### src/rtl/move_input_ctrl_pkg.sv
// Shared definitions for the move input controller: move codes, FSM state
// encodings, default debounce settings and the switch-to-move priority encoder.
package move_input_ctrl_pkg;

  localparam int DEBOUNCE_CYCLES_DEF = 1_000_000;
  localparam int CNT_W_DEF           = 20;
  localparam int NUM_KEYS            = 5;

  // Key index order inside the controller: SW0, SW1, SW2, SW3, SW15.
  localparam int KEY_RIGHT = 0;
  localparam int KEY_LEFT  = 1;
  localparam int KEY_DOWN  = 2;
  localparam int KEY_UP    = 3;
  localparam int KEY_RESET = 4;

  typedef enum logic [2:0] {
    MOVE_NONE  = 3'd0,
    MOVE_RIGHT = 3'd1,
    MOVE_LEFT  = 3'd2,
    MOVE_DOWN  = 3'd3,
    MOVE_UP    = 3'd4,
    MOVE_RESET = 3'd5
  } move_e;

  typedef enum logic [1:0] {
    ST_IDLE = 2'd0,
    ST_PEND = 2'd1,
    ST_HOLD = 2'd2
  } state_e;

  function automatic move_e encode_move(input logic [NUM_KEYS-1:0] lvl);
    move_e m;
    m = MOVE_NONE;
    if (lvl[KEY_RIGHT])      m = MOVE_RIGHT;
    else if (lvl[KEY_LEFT])  m = MOVE_LEFT;
    else if (lvl[KEY_DOWN])  m = MOVE_DOWN;
    else if (lvl[KEY_UP])    m = MOVE_UP;
    else if (lvl[KEY_RESET]) m = MOVE_RESET;
    return m;
  endfunction

endpackage

### src/rtl/move_input_ctrl_debounce_bit.sv
// One switch input: 2-FF synchronizer followed by a consecutive-stability
// debouncer that only accepts a new level after DEBOUNCE_CYCLES differing cycles.
module debounce_bit
  import move_input_ctrl_pkg::*;
#(
  parameter int DEBOUNCE_CYCLES = DEBOUNCE_CYCLES_DEF,
  parameter int CNT_W           = CNT_W_DEF
) (
  input  logic clk,
  input  logic rstn,
  input  logic sw_i,
  output logic level_o
);

  logic             sync1_q;
  logic             sync2_q;
  logic             level_q;
  logic             level_d;
  logic [CNT_W-1:0] cnt_q;
  logic [CNT_W-1:0] cnt_d;

  // Any cycle where the synced value matches the current level restarts the count.
  always_comb begin
    level_d = level_q;
    cnt_d   = '0;
    if (sync2_q != level_q) begin
      if (cnt_q == CNT_W'(DEBOUNCE_CYCLES - 1)) begin
        level_d = sync2_q;
        cnt_d   = '0;
      end else begin
        cnt_d = cnt_q + CNT_W'(1);
      end
    end
  end

  always_ff @(posedge clk or negedge rstn) begin
    if (!rstn) begin
      sync1_q <= 1'b0;
      sync2_q <= 1'b0;
      level_q <= 1'b0;
      cnt_q   <= '0;
    end else begin
      sync1_q <= sw_i;
      sync2_q <= sync1_q;
      level_q <= level_d;
      cnt_q   <= cnt_d;
    end
  end

  assign level_o = level_q;

endmodule

### src/rtl/move_input_ctrl.sv
// Turns raw board switches into single-cycle move commands: five debounced
// inputs, rising-from-idle edge detect, and a latch/issue/hold FSM.
module move_input_ctrl
  import move_input_ctrl_pkg::*;
#(
  parameter int DEBOUNCE_CYCLES = DEBOUNCE_CYCLES_DEF,
  parameter int CNT_W           = CNT_W_DEF
) (
  input  logic        clk,
  input  logic        rstn,
  input  logic [15:0] SW,
  input  logic        move_ready,
  output logic [2:0]  move,
  output logic        busy,
  output logic [1:0]  dbg_state_o
);

  // Handshake: a latched command is presented to LOGIC as exactly one
  // non-NONE cycle of move, issued on the edge after move_ready is sampled
  // high while busy; busy drops on that same edge.

  logic [NUM_KEYS-1:0] raw_keys;
  logic [NUM_KEYS-1:0] db_lvl;
  logic                any_db;
  logic                any_db_q;
  logic                unused_sw;
  state_e              state_q;
  move_e               cmd_q;
  move_e               move_q;
  logic                busy_q;

  assign raw_keys  = {SW[15], SW[3:0]};
  assign unused_sw = ^SW[14:4];

  for (genvar k = 0; k < NUM_KEYS; k++) begin : g_db
    debounce_bit #(
      .DEBOUNCE_CYCLES(DEBOUNCE_CYCLES),
      .CNT_W          (CNT_W)
    ) u_db (
      .clk    (clk),
      .rstn   (rstn),
      .sw_i   (raw_keys[k]),
      .level_o(db_lvl[k])
    );
  end

  assign any_db = |db_lvl;

  always_ff @(posedge clk or negedge rstn) begin
    if (!rstn) begin
      state_q  <= ST_IDLE;
      cmd_q    <= MOVE_NONE;
      move_q   <= MOVE_NONE;
      busy_q   <= 1'b0;
      any_db_q <= 1'b0;
    end else begin
      any_db_q <= any_db;
      move_q   <= MOVE_NONE;
      case (state_q)
        ST_IDLE: begin
          if (any_db && !any_db_q) begin
            cmd_q   <= encode_move(db_lvl);
            busy_q  <= 1'b1;
            state_q <= ST_PEND;
          end
        end
        // Switch release here does not cancel; the command waits for LOGIC.
        ST_PEND: begin
          if (move_ready) begin
            move_q  <= cmd_q;
            busy_q  <= 1'b0;
            state_q <= ST_HOLD;
          end
        end
        ST_HOLD: begin
          if (!any_db) state_q <= ST_IDLE;
        end
        default: begin
          busy_q  <= 1'b0;
          state_q <= ST_IDLE;
        end
      endcase
    end
  end

  assign move        = move_q;
  assign busy        = busy_q;
  assign dbg_state_o = state_q;

endmodule

### config.mk
export PLATFORM = sky130hd
export DESIGN_NAME = move_input_ctrl
export DESIGN_NICKNAME = d
export VERILOG_FILES = /design/src/rtl/move_input_ctrl_pkg.sv /design/src/rtl/move_input_ctrl_debounce_bit.sv /design/src/rtl/move_input_ctrl.sv
export SDC_FILE = /design/constraint.sdc
export NUM_CORES = 1
export LEC_CHECK = 0
export ABC_AREA = 0
export CELL_PAD_IN_SITES_DETAIL_PLACEMENT = 1
export CELL_PAD_IN_SITES_GLOBAL_PLACEMENT = 2
export CORE_AREA = 2 2 110 191
export CTS_CLUSTER_SIZE = 28
export DETAILED_ROUTE_END_ITERATION = 10
export DIE_AREA = 0 0 112 193
export GPL_TIMING_DRIVEN = 1
export PLACE_DENSITY = 0.62
export RECOVER_POWER = 25
export SETUP_SLACK_MARGIN = 0.4
export SYNTH_ARGS = -nofsm -noshare
export SYNTH_HDL_FRONTEND = slang
export SYNTH_SLANG_ARGS = --single-unit
### constraint.sdc
create_clock -name clk -period 6.1 [get_ports clk]
set_input_delay 1.525 -clock clk [delete_from_list [all_inputs] [get_ports clk]]
set_output_delay 1.525 -clock clk [all_outputs]
set_load 0.02 [all_outputs]
### Yosys cells after proc, flatten, opt, wreduce, memory -nomap -nowiden

Index checks and enable logic that the tools add are counted.

| word-level totals | value |
|---|---|
| word-level logic and storage cells | 82 |
| flip-flop bits (word level) | 125 |
| output and inout bits | 6 |
| input port bits | 19 |

| cells by class | value |
|---|---|
| equal/unequal tests | 15 |
| reductions and logical operators | 12 |
| add/subtract/negate cells | 5 |
| bitwise gates (word level) | 1 |
| mux-type cells | 24 |

Operators by type and width:

| cell | count |
|---|---|
| $mux W20 | 10 |
| $add A20 B1 Y20 const B | 5 |
| $eq A20 B20 Y1 const B | 5 |
| $mux W3 | 7 |
| $reduce_and A2 Y1 | 6 |
| $mux W2 | 3 |
| $ne A2 B2 Y1 const B | 3 |
| $pmux W2 S3 | 1 |
| $reduce_and A3 Y1 | 2 |
| $ne A1 B1 Y1 | 5 |
| $reduce_or A5 Y1 | 1 |
| $pmux W1 S3 | 1 |
| $eq A2 B1 Y1 const B | 1 |
| $eq A2 B2 Y1 const B | 1 |
| $logic_not A2 Y1 | 1 |
| $mux W1 | 2 |
| $logic_and A1 B1 Y1 | 1 |
| $logic_not A1 Y1 | 1 |
| $not A1 Y1 | 1 |

### Depth between registers and ports, before layout

Gate-level depths: netlist (run 1).

| logic depth | value |
|---|---|
| depth in word-level cells | 5 |
| gate-level depth with buffers | 6 |

### Cells and area by module

From an unflattened synthesis (run 1), not the netlist that was laid out.

| unflattened totals | value |
|---|---|
| cells, all modules | 584 |
| area, all modules | 5,957.0 µm² |

Modules (own cells, without submodules):

| module | area each (µm²) | cells each | sequential area each (µm²) | instances |
|---|---|---|---|---|
| debounce_bit | 1,108.6 | 110 | 575.6 | 5 |
| move_input_ctrl | 414.1 | 34 | 250.2 | 1 |

### Worst setup path before layout (run 1)

No wires, ideal clock.

| timing | value |
|---|---|
| path kind | reg-to-output |
| start point | reg state_q[0], in the netlist dbg_state_o[0] |
| end point | out dbg_state_o[0] |
| buffers on the path | 0 |
| data required time | 4.575 ns |
| stages on the path, launching flop included | 1 |
| setup slack | 4.112 ns |
| arrival time | 0.463 ns |
| cells stage by stage | dfrtp_1 |

RTL lines:

| element | line | RTL |
|---|---|---|
| start, declared | move_input_ctrl.sv:27 | `state_e state_q;` |
| start signal, assigned | move_input_ctrl.sv:51 | `state_q <= ST_IDLE;` |
| start signal, assigned | move_input_ctrl.sv:64 | `state_q <= ST_PEND;` |
| start signal, assigned | move_input_ctrl.sv:72 | `state_q <= ST_HOLD;` |
| end, declared | move_input_ctrl.sv:15 | `output logic [1:0] dbg_state_o` |

No word-level cell between the ends.

==> impl_metrics.ini, run 1 <==
[layout]
drive_above_1_share_pct = 8.75
seq_area_um2 = 3130
multi_input_area_um2 = 2650
design_area_um2 = 6920
num-fill-cells = 2307
layout_common_cells = dfrtp_1, nor2_1, nand3_1
fin_nets = 628
final_common_cell = dfrtp_1
diodes = 0
syn_to_final_growth_pct = 17.1

[placed_design]
dp_hpwl_um = 9640
gp_congestion = 0.716
dpl_worst_slack_ns = 3.56
placedInstanceArea_um2 = 6320
io_buffer_count = 13

[yosys]
synthFlopType = dfrtp_1
syn-num-nets = 608
seq_area_frac_synth_pct = 52.9
netlist_instances = 584
synth-seq-cells = 125
yosys.area.top_type = dfrtp_1
postSynthAreaPerCell_um2 = 10.1
synth.top_cells.by_area = dfrtp_1, xor2_1, nor2_1
yosysTopAreaCellShare_pct = 52.9
ys_async_sr_fraction_pct = 100
synth-edff-count = 0
syn_area_um2 = 5910
synth_cell_types = 42
ys_warn_count = 0

[pwr]
switching_share_pct = 23.3
combPwrFrac_pct = 2.7
p_per_area_nw_per_um2 = 283
power.internal_mw = 1.50
p_switching_uw = 456
power_frac_seq_pct = 43.6
p_leak_nw = 2.76
pwr-share-clk_pct = 53.7
irDropWorstVdd_mv = 0.196

[sta]
fin_ws_ns = 2.27
finalSetupViolCount = 0
max-slew-margin-rel_pct = -94.8
max_freq_ghz = 0.261
finalMaxSlewViolations = 53
hold_viol = 0
skew_ns = 0.00702
hold_ws_ns = 0.357
period_minus_slack_ns = 3.83
tns_ns = 0
period_share_pct = 62.9
tightestPinTransition_ns = 2.92
rsz0062_at_grt = no

[critical_path]
path_max_fanout = 52
setup.worst_path.class = in -> async
critPathArrivalTime_ns = 3.73
critPathLaunchType = input pin
path_delay_family = buffers and inverters
r2r.worst_path.cells = 5
crit_slowest_cell = clkbuf_1
worstSetupEndpointType = async pin
path_cells = clkbuf_4 > clkbuf_1
reg2reg_slack_ns = 3.70
max_stage_delay_ns = 2.04
worst_r2r_endpoint = g_db[1].u_db.cnt_q[4]
crit_required_ns = 5.99
path_buf_inv = 2
rr_startpoint = g_db[1].u_db.cnt_q[6]

[drt]
wl_per_cell_um = 16.0
dr_wl_met3_um = 329
avgViaCountPerCell = 5.17
highest_layer = met4
dr_total_vias = 4468
drt-met1-wl_um = 5260
drtIter0Drc = 205
ant_nets = 0
wirelength_um = 13800
wl_met2_um = 7900
drc = 0
first_pass_iters = 4

[min_path]
min_from = g_db[1].u_db.sync1_q
hp-class = reg -> reg
min_delay_path_depth = 0
hold_path_end = g_db[1].u_db.sync2_q

[clock_network]
clk-insertion-delay-late_ns = 0.43
cts_resized = 0
clockBufferDepth = 2
ctsRootBufferMaster = clkbuf_16
cts_tree = yes
cts.sinks = 125
cts_htree_levels = 4
postCtsHoldBufs = 0
cts_buffers = 17
post-cts-setup-buffer-count = 0
path_clk_slew_ns = 0.06

[die]
coreArea_um2 = 20200
start_util_pct = 29.2
row_count = 69
pin_count = 25
die_area_um2 = 21600
die_h_um = 193
die_w_um = 112

[outcome]
violations = max-capacitance violations, max-slew violations
status = complete, but fails checks

[global_routing]
grt_pass1_vias = 5027
grt_pass1_wl_um = 24100
grt_max_degree = 74
grt_overflow_total = 0
antenna_found_initial = 0
track_usage_pct = 14.0

[flow_run]
drv_cap = 1
sequential cells by signal, summed over array words and instances (netlist names):
name               cells
g_db.u_db.cnt_q      100
g_db.u_db.level_o      5
g_db.u_db.sync1_q      5
g_db.u_db.sync2_q      5
cmd_q                  3
move                   3
dbg_state_o            2
any_db_q               1
busy                   1
worst max-delay path by stage:
stage	start	cells past startpoint	slack [ns]	to
floorplan	dbg_state_o[0]	0	4.11	dbg_state_o[0]
global placement	move[1]	1	3.58	move[1]
detailed placement	dbg_state_o[0]	1	3.56	dbg_state_o[0]
CTS	dbg_state_o[0]	1	3.09	dbg_state_o[0]
global route	rstn	2	1.66	g_db[1].u_db.cnt_q[14]
finish	rstn	2	2.27	g_db[1].u_db.cnt_q[11]
power by group through the flow:
stage,logic [mW],registers (mW),clock network (mW)
global route,0.0631,0.855,1.12
CTS,0.0582,0.853,1.09
global placement,0.0568,0.868,0
floorplan,0.0259,0.865,0
detailed placement,0.0577,0.869,0
finish,0.0532,0.853,1.05
metal layers:
metal | global-route usage (%) | vias to the layer above
met1 | 13.5 | 2269
met5 | 0 | -
met3 | 3.78 | 23
li1 | - | 2135
met2 | 27.4 | 41
met4 | 6.43 | 0
layout make-up:
type	count	area share, %
timing repair buffer	19	2.39
inverter	14	0.759
tap	248	4.48
multi-input combinational	427	38.3
clock inverter	15	2.73
sequential	125	45.2
clock buffer	17	6.15
metrics by stage:
step / std cells / power, mW / utilization, %
2_1_floorplan: 584 / 0.891 / -
6_report: 865 / 1.96 / 34.3
5_1_grt: 865 / 2.04 / 34.3
3_3_place_gp: 833 / 0.925 / 31.3
3_5_place_dp: 833 / 0.926 / 31.3
4_1_cts: 865 / 2.00 / 34.3
logic make-up (layout without fill, tap and decap cells):
family,Yosys count,count (layout),synth area share [%]
and+or+nand+nor,278,278,25.3
xor gates and xnor gates,65,65,9.64
AOI/OAI and AO/OA,72,72,7.50
buffers and inverters,32,65,2.29
muxes,7,7,1.31
adders and majority gates,5,5,1.06
DFF,125,125,52.9
Yosys cell counts, types with 14 or more instances:
master	n
or3_1	17
o31ai_1	18
dfrtp_1	125
nand4_1	26
inv_1	14
nand2_1	31
xnor2_1	32
xor2_1	33
o21ai_0	16
nor3_1	17
or4_1	16
nand3_1	39
nor2_1	76
a21oi_1	30
(Power assumes the default switching activity.)
==> run 2, diff against run 1 <==
--- a/config.mk
+++ b/config.mk
@@ -13,7 +13,7 @@
 export DETAILED_ROUTE_END_ITERATION = 10
 export DIE_AREA = 0 0 112 193
 export GPL_TIMING_DRIVEN = 1
-export PLACE_DENSITY = 0.62
+export PLACE_DENSITY = 0.64
 export RECOVER_POWER = 25
 export SETUP_SLACK_MARGIN = 0.4
 export SYNTH_ARGS = -nofsm -noshare
==> constraint.sdc (replaced) <==
create_clock -name clk -period 3.5 [get_ports clk]
set_input_delay 0.875 -clock clk [delete_from_list [all_inputs] [get_ports clk]]
set_output_delay 0.875 -clock clk [all_outputs]
set_load 0.02 [all_outputs]
==> impl_metrics.ini, run 2 (synthesis gave the netlist of run 1 again) <==
[layout]
layout_common_cells = dfrtp_1, nor2_1, nand3_1
drive_above_1_share_pct = 8.79
fin_cells = 862
fin_nets = 628
regMostFlops = g_db.u_db.cnt_q
largest_reg_flops = 100
syn_to_final_growth_pct = 17.8
final_core_util_pct = 34.4
final_common_cell = dfrtp_1
diodes = 0

[drt]
wl_per_cell_um = 15.9
drtIter0Drc = 115
first_pass_iters = 4
wirelength_um = 13700
dr_total_vias = 4473
avgViaCountPerCell = 5.19
ant_nets = 0
drc = 0

[critical_path]
path_buf_inv = 1
max_stage_delay_ns = 0.64
critPathArrivalTime_ns = 1.46
setup.worst_path.class = reg -> out
crit_slowest_cell = clkdlybuf4s50_1
path_max_fanout = 5
r2r.worst_path.cells = 5
path_cells = clkdlybuf4s50_1
crit_required_ns = 2.62
path_delay_family = buffers and inverters
cp.depth = 1
worstSetupEndpointType = primary output
critPathLaunchType = flop

[sta]
skew_ns = 0.00830
period_minus_slack_ns = 2.34
tns_ns = 0
max_freq_ghz = 0.428
period_share_pct = 66.7
rsz0062_at_grt = no
max-slew-margin-rel_pct = 2.80
hold_viol = 0
finalMaxSlewViolations = 0
tightestPinTransition_ns = 1.46
finalSetupViolCount = 0

[clock_network]
cts.sinks = 125
cts_resized = 0
cts_htree_levels = 4
postCtsHoldBufs = 0
cts_tree = yes
clockBufferDepth = 2
clk-insertion-delay-late_ns = 0.41
path_clk_slew_ns = 0.05
post-cts-setup-buffer-count = 0
cts_buffers = 17
ctsRootBufferMaster = clkbuf_16

[global_routing]
grt_pass1_vias = 5002
grt_max_degree = 57
busiest_layer = met2
grt_use_met1_pct = 14.6
grt_use_met3_pct = 3.22
antenna_found_initial = 0
grt_overflow_total = 0
grt_use_met2_pct = 26.6
track_usage_pct = 14.0
grt_pass1_wl_um = 24200

[pwr]
irDropWorstVdd_mv = 0.318
p_per_area_nw_per_um2 = 499
p_leak_nw = 2.79

[flow_run]
drv_cap = 0

[placed_design]
dp_hpwl_um = 9740
io_buffer_count = 13
gp_congestion = 0.751
dp.cells = 833

[min_path]
min_delay_path_depth = 0
hp-class = reg -> reg

[die]
row_count = 69
die_area_um2 = 21600
die_h_um = 193
coreArea_um2 = 20200
die_w_um = 112
start_util_pct = 29.2
pin_count = 25

[outcome]
status = completed
==> run 2: power by group <==
group | switching (mW) | leakage, nW | total, mW | internal, mW
clock network | 0.621 | 0.314 | 1.89 | 1.27
logic | 0.0667 | 0.769 | 0.0954 | 0.0287
registers | 0.0217 | 1.71 | 1.49 | 1.47
total | 0.709 | 2.79 | 3.47 | 2.77
==> run 2: cell type report <==
| cell class | instances | area (µm²) |
|---|---|---|
| Fill cell | 2275 | 13200 |
| Sequential cell | 125 | 3130 |
| Multi-Input combinational cell | 427 | 2660 |
| Clock buffer | 22 | 494 |
| Tap cell | 248 | 310 |
| Timing Repair Buffer | 19 | 183 |
| Clock inverter | 7 | 135 |
| Inverter | 14 | 52.6 |
==> run 2: worst paths after layout <==
path                                             from                endpoint  slack (ns)
worst max-delay path                   dbg_state_o[0]          dbg_state_o[0]        1.16
worst min-delay path             g_db[1].u_db.sync1_q    g_db[1].u_db.sync2_q        0.35
worst max register to register  g_db[0].u_db.cnt_q[2]  g_db[0].u_db.cnt_q[10]        1.36
worst min register to register   g_db[1].u_db.sync1_q    g_db[1].u_db.sync2_q        0.35
max in group asynchronous                        rstn  g_db[1].u_db.cnt_q[18]        1.61
min in group asynchronous                        rstn  g_db[2].u_db.cnt_q[13]        0.80
==> run 2: through the flow <==
step	hold slack (ns)	area [µm²]	worst slack [ns]	total power, mW
5_1_grt	0.364	6960	1.10	3.61
4_1_cts	0.356	6960	1.13	3.54
2_1_floorplan	0.331	5910	1.55	1.55
3_5_place_dp	0.336	6330	1.35	1.62
6_report	0.351	6960	1.16	3.47
3_3_place_gp	0.337	6330	1.38	1.61
==> run 2: layer usage <==
layer | wire length, µm | vias to the layer above
met5 | 0 | -
met4 | 302 | 0
met3 | 285 | 15
met2 | 7650 | 37
met1 | 5450 | 2287
li1 | - | 2134
